===== src/rtl/nibble_feeder_if.sv =====
// Host byte handshake and core-side nibble handshake for nibble_feeder.
// The slave modport is the feeder; the master modport is the host/consumer side.
interface nibble_feeder_if #(
  parameter int unsigned DEPTH = 4
);
  logic [7:0]             byte_in;
  logic                   byte_valid;
  logic                   byte_ready;
  logic [3:0]             nib_out;
  logic                   nib_valid;
  logic                   nib_req;
  logic                   underrun;
  logic                   clr_underrun;
  logic [$clog2(DEPTH):0] level;

  modport slave (
    input  byte_in, byte_valid, nib_req, clr_underrun,
    output byte_ready, nib_out, nib_valid, underrun, level
  );

  modport master (
    output byte_in, byte_valid, nib_req, clr_underrun,
    input  byte_ready, nib_out, nib_valid, underrun, level
  );
endinterface


===== src/rtl/nibble_feeder.sv =====
// Byte FIFO feeding the 5401 core's 4-bit data_in bus one nibble per consumer request.
// Full/empty come from the byte level counter; a byte leaves only after its second nibble.
module nibble_feeder #(
  parameter int unsigned DEPTH     = 4,
  parameter bit          LSN_FIRST = 1'b1,
  parameter logic [3:0]  IDLE_NIB  = 4'h0
) (
  input  logic           CLK,
  input  logic           RST,
  nibble_feeder_if.slave bus
);
  localparam int unsigned PW = $clog2(DEPTH);
  localparam int unsigned LW = PW + 1;
  localparam logic [LW-1:0] FULL_LVL = LW'(DEPTH);

  logic [7:0]    mem_q [DEPTH];
  logic [PW-1:0] wr_ptr_q, wr_ptr_d;
  logic [PW-1:0] rd_ptr_q, rd_ptr_d;
  logic [LW-1:0] level_q, level_d;
  logic          phase_q, phase_d;
  logic          underrun_q, underrun_d;

  logic          byte_ready_s;
  logic          nib_valid_s;
  logic          sel_hi_s;
  logic          push_s;
  logic          take_s;
  logic          pop_s;
  logic [7:0]    head_s;

  // Handshake decode and nibble presentation from registered state
  always_comb begin
    byte_ready_s = (level_q != FULL_LVL);
    nib_valid_s  = (level_q != {LW{1'b0}});
    push_s       = bus.byte_valid & byte_ready_s;
    take_s       = bus.nib_req & nib_valid_s;
    pop_s        = take_s & phase_q;
    sel_hi_s     = phase_q ^ ~LSN_FIRST;
    head_s       = mem_q[rd_ptr_q];
  end

  // Next-state for pointers, phase, level and the sticky underrun flag
  always_comb begin
    wr_ptr_d   = wr_ptr_q;
    rd_ptr_d   = rd_ptr_q;
    phase_d    = phase_q;
    level_d    = level_q;
    underrun_d = underrun_q;

    if (push_s) begin
      wr_ptr_d = wr_ptr_q + PW'(1);
    end else begin
      wr_ptr_d = wr_ptr_q;
    end

    if (take_s) begin
      phase_d = ~phase_q;
    end else begin
      phase_d = phase_q;
    end

    if (pop_s) begin
      rd_ptr_d = rd_ptr_q + PW'(1);
    end else begin
      rd_ptr_d = rd_ptr_q;
    end

    case ({push_s, pop_s})
      2'b10:   level_d = level_q + LW'(1);
      2'b01:   level_d = level_q - LW'(1);
      default: level_d = level_q;
    endcase

    // A request against an empty buffer beats a simultaneous clear
    if (bus.nib_req & ~nib_valid_s) begin
      underrun_d = 1'b1;
    end else if (bus.clr_underrun) begin
      underrun_d = 1'b0;
    end else begin
      underrun_d = underrun_q;
    end
  end

  // Control state registers
  always_ff @(posedge CLK or negedge RST) begin
    if (!RST) begin
      wr_ptr_q   <= {PW{1'b0}};
      rd_ptr_q   <= {PW{1'b0}};
      level_q    <= {LW{1'b0}};
      phase_q    <= 1'b0;
      underrun_q <= 1'b0;
    end else begin
      wr_ptr_q   <= wr_ptr_d;
      rd_ptr_q   <= rd_ptr_d;
      level_q    <= level_d;
      phase_q    <= phase_d;
      underrun_q <= underrun_d;
    end
  end

  // Byte storage; contents are don't-care after reset
  always_ff @(posedge CLK) begin
    if (push_s) begin
      mem_q[wr_ptr_q] <= bus.byte_in;
    end
  end

  // Output drive
  always_comb begin
    bus.byte_ready = byte_ready_s;
    bus.nib_valid  = nib_valid_s;
    bus.underrun   = underrun_q;
    bus.level      = level_q;
    if (nib_valid_s) begin
      bus.nib_out = sel_hi_s ? head_s[7:4] : head_s[3:0];
    end else begin
      bus.nib_out = IDLE_NIB;
    end
  end
endmodule


===== src/flat_wrapper.sv =====
// flat-port wrapper written by rule: the top's interface ports become plain ports
module nibble_feeder_flat 
#(
  parameter int unsigned DEPTH     = 4,
  parameter bit          LSN_FIRST = 1'b1,
  parameter logic [3:0]  IDLE_NIB  = 4'h0
)
  (CLK, RST, bus_byte_in, bus_byte_valid, bus_nib_req, bus_clr_underrun, bus_byte_ready, bus_nib_out, bus_nib_valid, bus_underrun, bus_level);
  nibble_feeder_if #(.DEPTH(DEPTH)) bus_i ();
  input  logic CLK;
  input  logic RST;
  input wire logic [$bits(bus_i.byte_in)-1:0] bus_byte_in;
  input wire logic [$bits(bus_i.byte_valid)-1:0] bus_byte_valid;
  input wire logic [$bits(bus_i.nib_req)-1:0] bus_nib_req;
  input wire logic [$bits(bus_i.clr_underrun)-1:0] bus_clr_underrun;
  output wire logic [$bits(bus_i.byte_ready)-1:0] bus_byte_ready;
  output wire logic [$bits(bus_i.nib_out)-1:0] bus_nib_out;
  output wire logic [$bits(bus_i.nib_valid)-1:0] bus_nib_valid;
  output wire logic [$bits(bus_i.underrun)-1:0] bus_underrun;
  output wire logic [$bits(bus_i.level)-1:0] bus_level;
  assign bus_i.byte_in = bus_byte_in;
  assign bus_i.byte_valid = bus_byte_valid;
  assign bus_i.nib_req = bus_nib_req;
  assign bus_i.clr_underrun = bus_clr_underrun;
  assign bus_byte_ready = bus_i.byte_ready;
  assign bus_nib_out = bus_i.nib_out;
  assign bus_nib_valid = bus_i.nib_valid;
  assign bus_underrun = bus_i.underrun;
  assign bus_level = bus_i.level;
  nibble_feeder #(.DEPTH(DEPTH), .LSN_FIRST(LSN_FIRST), .IDLE_NIB(IDLE_NIB)) u_core (.CLK(CLK), .RST(RST), .bus(bus_i));
endmodule

===== config.mk =====
export PLATFORM = sky130hd
export DESIGN_NAME = nibble_feeder_flat
export DESIGN_NICKNAME = d
export VERILOG_FILES = /design/src/rtl/nibble_feeder_if.sv /design/src/rtl/nibble_feeder.sv /design/src/flat_wrapper.sv
export SDC_FILE = /design/constraint.sdc
export NUM_CORES = 1
export LEC_CHECK = 0
export ABC_AREA = 1
export BUFFER_PORTS_ARGS = -buffer_cell sky130_fd_sc_hd__buf_2
export CORE_UTILIZATION = 54
export CTS_BUF_LIST = sky130_fd_sc_hd__clkbuf_8
export DETAILED_ROUTE_END_ITERATION = 10
export GPL_TIMING_DRIVEN = 1
export PLACE_DENSITY = 0.78
export SKIP_CTS_REPAIR_TIMING = 1
export SYNTH_ARGS = -nofsm -noshare
export SYNTH_HDL_FRONTEND = slang
export SYNTH_SLANG_ARGS = --single-unit

===== constraint.sdc =====
create_clock -name CLK -period 2.05 [get_ports CLK]
set_clock_uncertainty 0.15 [all_clocks]
set_input_delay 0.41 -clock CLK [delete_from_list [all_inputs] [get_ports CLK]]
set_output_delay 0.41 -clock CLK [all_outputs]
set_load 0.05 [all_outputs]

==> results.cfg, run 1 <==
[hold_path]
hp-start = bus_clr_underrun
hp-class = input pin to register
holdPathEnd = u_core.bus.underrun
min_path_cells = 2

[setup_path]
cp.arrival_ps = 1500
cpPeakStageDelay_ps = 470
r2r_start = u_core.bus.level[2]
r2r-end = u_core.bus.level[2]
ff2ff_path_depth = 10
crit_path_end_kind = output pin
crit_type = register to output pin
crit_fanout = 5
r2r_slack_ps = 130
critPathRequiredTime_ps = 1490
cp-start-kind = register
slowest_stage = dfrtp_2
path_cells = buf_6 -> nand2_1 -> nand3_2 -> nand3_2 -> nand2_2 -> nor2_2 -> buf_6

[cells_and_area]
nFillCells = 257
num_antenna_cells = 0
drive_gt1_share_pct = 36.3
multi_input_area_um2 = 641
regArea_um2 = 1190
nets = 252
stdcell_count = 280
area_delta_synth_final_pct = 24.7

[clock_tree]
clk_path_buf_depth = 2
clock_latency_ps = 290
cts.sinks = 41
htreeDepth = 2
cts_made_buffers = 5
clkSlewWorstSetupHoldPaths_ps = 70
tritoncts = done
cts_root_buf = clkbuf_8

[yosys]
yosys.area_share.simple_pct = 18.9
yosysUniqueCellTypes = 23
yosysMostFrequentCell = inv_1
synth_xor_area_share_pct = 1.80
synthAdderAreaFrac_pct = 4.25
synth_nets = 213
seq_area_frac_synth_pct = 61.0
netlist_top_cells_count = 45 x inv_1, 43 x nand2_1, 32 x edfxtp_1, 21 x nand3_1, 14 x nor2_1
synth_edf_count = 32
synth_top_family_by_area = simple AND/OR/NAND/NOR gates
yosysTopAreaCellShare_pct = 49.5
yosys-top-cells-area = edfxtp_1 49%, dfrtp_1 12%, inv_1 8.7%, nand2_1 8.3%, nand3_1 5.4%
muxShareOfSynthArea_pct = 0
netlist_instances = 194
synthFlopType = edfxtp_1
ys_async_sr_fraction_pct = 22.0
synth_largest_area_cell = edfxtp_1
synth-seq-cells = 41
avgSynthCellArea_um2 = 10.0
synth_compound_area_share_pct = 2.12
yosysWarningCount = 0
syn-cell-area_um2 = 1940

[floorplan]
die-area_um2 = 3840
pin_count = 23
rows = 21
die_h_um = 62.0
core_um2 = 3390
start_util_pct = 57.3
die_x_um = 62.0

[sta]
drv_slew = 0
tightest_slew_ps = 249
holdWs_ps = 167
maxSlewHeadroom_pct = 83.5
fin_crit_ps = 2060
rsz0062_at_grt = true
final-setup-viol-count = 1
finalHoldViolations = 0
max_clock_freq_mhz = 486
setup_ws_ps = -7.93
period_share_pct = 100

[global_route]
grt_usage_pct = 20.0
grt_pass1_wl_um = 5110
grt_overflow = 0
antenna_found_initial = 0
grt_pass1_vias = 1166
grt_max_degree = 18

[power]
peakVddDrop_mv = 0.804
power.leakage_nw = 1.14
power_density_nw_per_um2 = 1630

[status]
status = complete, but fails checks
violations = negative setup slack

[place]
routabilityCongestion = 0.744
io_buffers = 22
placed_cells = 267
dp_hpwl_um = 2290

[routing]
vias_per_cell = 4.78
wire_per_inst_um = 12.6
totalWireLength_um = 3530
drt_iter0_markers = 32
ant_nets = 0
dr.pass1.iters = 4
dr_total_vias = 1338
drc = 0

[flow_run]
cap_violations = 0
[registers in the layout, indices dropped and copies added (netlist names)]
| name | count |
|---|---|
| u_core.bus.level | 3 |
| u_core.bus.underrun | 1 |
| u_core.mem_q | 32 |
| u_core.wr_ptr_q | 2 |
| u_core.phase_q | 1 |
| u_core.rd_ptr_q | 2 |
[metal layers]
layer	GRT usage [%]	part of all wire (%)
met5	0	0
met4	11.4	2.5
met3	4.35	2.9
met2	32.2	49
met1	25.1	46
[per-stage QoR]
stage / setup slack [ps] / util, % / power, mW / instance area, um2 / TNS [ps]
global placement: 123 / 64.2 / 3.09 / 2180 / 0
floorplan: -185 / - / 2.73 / 1980 / -268
detailed placement: 93.2 / 64.2 / 3.13 / 2180 / 0
CTS: -104 / 66.7 / 3.62 / 2260 / -316
finish: -7.93 / 71.5 / 3.95 / 2420 / -7.93
global route: -71.3 / 71.5 / 4.22 / 2420 / -274
[area by class of cell]
| class | instances | share of cell area (%) |
|---|---|---|
| clock buffers | 5 | 2.84 |
| multi-input cells | 101 | 26.4 |
| repair buffers | 37 | 10.8 |
| well taps | 46 | 2.37 |
| clock inverters | 3 | 0.568 |
| flip-flops and latches | 41 | 49.1 |
| inverters | 47 | 7.85 |
[power breakdown]
part | leakage (nW) | switching (mW) | internal (mW)
Sequential | 0.396 | 0.125 | 1.13
Clock | 0.0491 | 0.254 | 0.231
Combinational | 0.695 | 1.43 | 0.775
[kinds of logic (layout without fill, tap and decap cells)]
logic type               Yosys count  after routing
buffers and inverters             52             92
AO/OA/AOI/OAI                      8              8
XOR/XNOR                           4              4
AND/OR/NAND/NOR                   83             83
flip-flops                        41             41
adder cells (fa/ha/maj)            6              6
[critical path: cells and delay by family, from the launching register on]
family | cells | cell delay, ps
buffers and inverters | 2 | 330
AND/OR/NAND/NOR | 5 | 410
flip-flops | 1 | 470
[worst max-delay path by stage]
stage | start | slack, ps | cells past startpoint | to
after floorplan | u_core.bus.level[2] | -190 | 10 | u_core.bus.level[2]
after global placement | bus_nib_req | 120 | 9 | u_core.bus.level[2]
after detailed placement | bus_nib_req | 90 | 9 | u_core.bus.level[2]
after CTS | u_core.rd_ptr_q[0] | -100 | 7 | bus_nib_out[1]
after global routing | u_core.rd_ptr_q[1] | -70 | 6 | bus_nib_out[2]
final | u_core.rd_ptr_q[0] | -8 | 7 | bus_nib_out[1]
[placed cells by master, fill, tap and decap left out, drive strengths merged]
cell | netlist | routed
clkinv | 1 | 2
fa | 1 | 1
ha | 5 | 5
dfrtp | 9 | 9
nand3 | 22 | 22
xor2 | 3 | 3
buf | 5 | 36
a21oi | 3 | 3
clkinvlp | 0 | 1
o21ai | 4 | 4
inv | 46 | 47
edfxtp | 32 | 32
dlygate4sd3 | 0 | 1
nand2 | 46 | 46
xnor2 | 1 | 1
nor2 | 15 | 15
clkbuf | 0 | 5
o22ai | 1 | 1
Power figures use the tool's default switching activity.
==> inputs of run 2 (changes only) <==
--- a/config.mk
+++ b/config.mk
@@ -5,13 +5,12 @@
 export SDC_FILE = /design/constraint.sdc
 export NUM_CORES = 1
 export LEC_CHECK = 0
-export ABC_AREA = 1
 export BUFFER_PORTS_ARGS = -buffer_cell sky130_fd_sc_hd__buf_2
-export CORE_UTILIZATION = 54
+export CORE_UTILIZATION = 53
 export CTS_BUF_LIST = sky130_fd_sc_hd__clkbuf_8
 export DETAILED_ROUTE_END_ITERATION = 10
 export GPL_TIMING_DRIVEN = 1
-export PLACE_DENSITY = 0.78
+export PLACE_DENSITY = 0.77
 export SKIP_CTS_REPAIR_TIMING = 1
 export SYNTH_ARGS = -nofsm -noshare
 export SYNTH_HDL_FRONTEND = slang
==> results.cfg, run 2 <==
[floorplan]
start_util_pct = 57.1
die_x_um = 59.8
core_um2 = 3100
die-area_um2 = 3580
pin_count = 23
rows = 20
die_h_um = 59.8

[flow_run]
cap_violations = 0

[cells_and_area]
multi_input_area_um2 = 561
nFillCells = 232
area_delta_synth_final_pct = 23.8
largest_register_ffs = 32
drive_gt1_share_pct = 40.1
num_antenna_cells = 0
nets = 175
mostFrequentLayoutCells = 32 x edfxtp_1, 17 x buf_2, 16 x mux2i_1
final_common_cell = edfxtp_1
regArea_um2 = 1190
stdcell_count = 201
finish.utilization_pct = 70.6
largest-register = u_core.mem_q

[clock_tree]
cts_root_buf = clkbuf_8
cts.sinks = 41
clkSlewWorstSetupHoldPaths_ps = 70
cts_made_buffers = 5
clk_path_buf_depth = 2
clock_latency_ps = 280
tritoncts = done
htreeDepth = 2

[sta]
setup_ws_ps = -119
maxSlewHeadroom_pct = 78.9
rsz0062_at_grt = true
period_share_pct = 106
final-setup-viol-count = 6
drv_slew = 0
tightest_slew_ps = 316
max_clock_freq_mhz = 461
fin_crit_ps = 2170
finalHoldViolations = 0

[yosys]
yosysTopAreaCellShare_pct = 54.3
synth_edf_count = 32
seq_area_frac_synth_pct = 67.0
synth-seq-cells = 41
netlist_top_cells_count = 32 x edfxtp_1, 16 x mux2i_1, 9 x dfrtp_1, 8 x inv_1, 6 x nand2_1
avgSynthCellArea_um2 = 15.1
synth_nets = 136
synth_largest_area_cell = edfxtp_1
yosys-top-cells-area = edfxtp_1 54%, dfrtp_1 13%, mux2i_1 9.0%, ha_1 3.5%, and4_1 2.0%
yosysWarningCount = 0
ys_async_sr_fraction_pct = 22.0
netlist_instances = 117
synthFlopType = edfxtp_1
yosysMostFrequentCell = edfxtp_1
syn-cell-area_um2 = 1770
yosysUniqueCellTypes = 26

[power]
power.leakage_nw = 0.904
peakVddDrop_mv = 0.901
power_density_nw_per_um2 = 1680

[routing]
drt_iter0_markers = 31
dr_total_vias = 1013
ant_nets = 0
dr.pass1.iters = 4
wire_per_inst_um = 15.2
drc = 0
vias_per_cell = 5.04
totalWireLength_um = 3060

[place]
routabilityCongestion = 0.749
dp_hpwl_um = 2190
io_buffers = 22
placed_cells = 190

[setup_path]
crit_type = register to output pin
cp-start-kind = register
crit_fanout = 7
cp.arrival_ps = 1610
crit_path_end_kind = output pin
critPathRequiredTime_ps = 1490

[global_route]
grt_usage_pct = 18.4
grt_max_degree = 18
grt_overflow = 0
grt_pass1_wl_um = 4630
antenna_found_initial = 0
grt_pass1_vias = 1019

[hold_path]
hp-class = input pin to register

[status]
violations = negative setup slack
status = complete, but fails checks
## run 2: cell count changes after synthesis, moves of 3 or more
cell	before	now
a22oi_1	0	4
nor2_1	14	2
and4_1	0	4
mux2i_1	0	16
inv_1	45	8
a21oi_1	3	0
nand2_2	3	0
xnor2_1	1	4
nand3_1	21	4
nand2_1	43	6
and3_2	0	4
## run 2: cell families after synthesis
group                    count (synthesis)  synth area share [%]
flip-flops                              41                  67.0
AND/OR/NAND/NOR                         27                  9.40
multiplexers                            17                  9.89
buffers and inverters                   13                  3.25
XOR/XNOR                                 7                  3.46
AO/OA/AOI/OAI                            6                  2.33
adder cells (fa/ha/maj)                  6                  4.66
## run 2: critical path: stages, from the launching register on
cell     delay, ps
dfrtp_2        400
buf_4          130
or3_4          330
buf_6          140
and4_1         160
buf_6          150
## run 2: path summary, 6_finish.rpt
check                               startpoint             endpoint  slack, ps  cells after the start
hold / removal                bus_clr_underrun  u_core.bus.underrun        160                      2
min in group asynchronous                  RST   u_core.rd_ptr_q[0]        380                      2
setup reg to reg           u_core.bus.level[1]  u_core.bus.level[2]        -70                      9
setup / recovery           u_core.bus.level[1]       bus_nib_out[0]       -120                      5
hold reg to reg            u_core.bus.underrun  u_core.bus.underrun        370                      2
max in group asynchronous                  RST  u_core.bus.level[2]       1160                      2
## run 2: area by class of cell
cell class,instances,area share (%)
Multi-Input combinational cell,63,25.6
Tap cell,44,2.51
Timing Repair Buffer,37,12.4
Clock inverter,3,0.628
Inverter,8,1.37
Clock buffer,5,3.14
Sequential cell,41,54.3
## run 2: where the power goes
part | total (mW) | internal, mW | switching, mW
registers | 1.27 | 1.14 | 0.129
logic | 1.94 | 0.816 | 1.13
clock network | 0.474 | 0.230 | 0.244
## run 2: per-layer routing
metal  global-route usage [%]  up-vias  share of wire (%)
met5                        0        -                  0
met4                     4.98        0               0.91
met3                     6.28        5                4.3
met2                     29.8       18                 52
met1                     23.5      492                 43
li1                         -      498                  -
## run 2: through the flow
step           setup TNS [ps]  setup slack (ps)  total power, mW  cell area [um2]  hold WS, ps
3_5_place_dp             -228              -122             3.02             2030          127
4_1_cts                 -1050              -216             3.50             2110         -184
2_1_floorplan            -656              -367             2.54             1800        -35.6
3_3_place_gp            -61.8             -48.0             2.96             2030          119
5_1_grt                  -829              -173             3.87             2190          151
6_report                 -534              -119             3.69             2190          156
==> inputs of run 3 (changes only) <==
==> constraint.sdc (replaced) <==
create_clock -name CLK -period 2.05 [get_ports CLK]
set_clock_uncertainty 0.15 [all_clocks]
set_input_delay 0.41 -clock CLK [delete_from_list [all_inputs] [get_ports CLK]]
set_output_delay 0.41 -clock CLK [all_outputs]
set_load 0.01 [all_outputs]
==> results.cfg, run 3 (same netlist as run 2, synthesis figures left out) <==
[sta]
period_share_pct = 105
holdWs_ps = 155
setup_ws_ps = -105
finalHoldViolations = 0
drv_slew = 0
fin_crit_ps = 2150
maxSlewHeadroom_pct = 84.1
rsz0062_at_grt = true
final-setup-viol-count = 5
tightest_slew_ps = 239
max_clock_freq_mhz = 464

[global_route]
antenna_found_initial = 0
grt_usage_pct = 20.1
grt_overflow = 0
grt_pass1_wl_um = 4910
grt_max_degree = 18
grt_pass1_vias = 1048

[power]
power_frac_seq_pct = 38.8
combPwrFrac_pct = 42.3
switchingPower_mw = 1.08
power.leakage_nw = 0.890
peakVddDrop_mv = 1.10
clockPowerShare_pct = 18.9
p_int_mw = 2.17
p_sw_share_pct = 33.1
p_total_mw = 3.25
power_density_nw_per_um2 = 1500

[hold_path]
holdPathEnd = u_core.bus.underrun
hp-start = bus_clr_underrun
min_path_cells = 2
hp-class = input pin to register

[status]
violations = negative setup slack
status = complete, but fails checks

[routing]
dr_total_vias = 1035
drt_iter0_markers = 27
wire_per_inst_um = 15.8
vias_per_cell = 5.23
dr.pass1.iters = 4
ant_nets = 0
totalWireLength_um = 3130
drc = 0

[flow_run]
cap_violations = 0

[place]
io_buffers = 22
dp_hpwl_um = 2210
pre_cts_slack_ps = -97.5
routabilityCongestion = 0.722

[clock_tree]
clkSlewWorstSetupHoldPaths_ps = 70
clock_latency_ps = 290
clk_path_buf_depth = 2
tritoncts = done
cts.sinks = 41
cts_root_buf = clkbuf_8
cts_made_buffers = 5
htreeDepth = 2

[setup_path]
critPathRequiredTime_ps = 1490
cp-start-kind = register
cpPeakStageDelay_ps = 380
cp.arrival_ps = 1590
path_cells = buf_4 -> or3_4 -> buf_6 -> and4_1 -> buf_2
ff2ff_path_depth = 9
crit_fanout = 6
r2r_slack_ps = -80
slowest_stage = dfrtp_1
startpoint = u_core.bus.level[1]
crit_path_end_kind = output pin
r2r_start = u_core.bus.level[1]
r2r-end = u_core.bus.level[2]
crit_type = register to output pin

[cells_and_area]
num_antenna_cells = 0
nets = 172
final_common_cell = edfxtp_1
drive_gt1_share_pct = 37.0
mostFrequentLayoutCells = 32 x edfxtp_1, 22 x buf_2, 16 x mux2i_1
area_delta_synth_final_pct = 22.0
nFillCells = 227
largest_register_ffs = 32
largest-register = u_core.mem_q

[floorplan]
die-area_um2 = 3580
die_h_um = 59.8
die_x_um = 59.8
core_um2 = 3100
start_util_pct = 57.1
rows = 20
pin_count = 23
## run 3: cell types whose count changed in the layout (fill, tap and decap cells not counted), sizes merged
cell / previous run / this run
buf: 36 / 33
clkinv: 2 / 1
bufinv: 0 / 1
## run 3: through the flow
step / util (%) / setup TNS, ps / cell area (um2) / cells
after floorplan: - / -249 / 1800 / 117
after detailed placement: 65.0 / -142 / 2020 / 188
after CTS: 68.4 / -755 / 2120 / 196
after global placement: 65.0 / -28.4 / 2020 / 188
final: 69.6 / -404 / 2160 / 198
after global routing: 69.6 / -812 / 2160 / 198
## run 3: critical path, delay by kind of cell, from the launching register on
kind	cells	cell delay, ps
and+or+nand+nor	2	510
buffers and inverters	3	410
DFF	1	380
## run 3: how the worst max path moves through the flow
stage                          end  depth (start not counted)  slack (ps)
2_1_floorplan  u_core.bus.level[2]                          9        -150
3_5_place_dp   u_core.bus.level[2]                          9        -100
6_report            bus_nib_out[2]                          5        -100
4_1_cts             bus_nib_out[0]                          4        -160
5_1_grt        u_core.bus.level[2]                          9        -190
3_3_place_gp   u_core.bus.level[2]                          9         -30
## run 3: cell type report
class / count / area (um2) / area share [%]
Timing Repair Buffer: 34 / 219 / 10.1
Clock buffer: 5 / 68.8 / 3.18
Tap cell: 44 / 55.1 / 2.55
Sequential cell: 41 / 1190 / 55.0
Inverter: 8 / 30.0 / 1.39
Clock inverter: 3 / 37.5 / 1.74
Multi-Input combinational cell: 63 / 563 / 26.1
## run 3: power by group through the flow
| stage | registers, mW | logic, mW | clock network (mW) |
|---|---|---|---|
| finish | 1.26 | 1.37 | 0.616 |
| global route | 1.28 | 1.51 | 0.668 |
| CTS | 1.25 | 1.33 | 0.629 |
| detailed placement | 1.27 | 1.32 | 0 |
| global placement | 1.25 | 1.25 | 0 |
| floorplan | 1.24 | 0.868 | 0 |
## run 3: routing by layer
layer	global-route usage (%)	vias to the layer above	wire length (um)
met2	30.6	23	1620
met4	8.31	0	50
met5	0	-	0
met1	26.2	508	1330
met3	7.14	6	123
li1	-	498	-
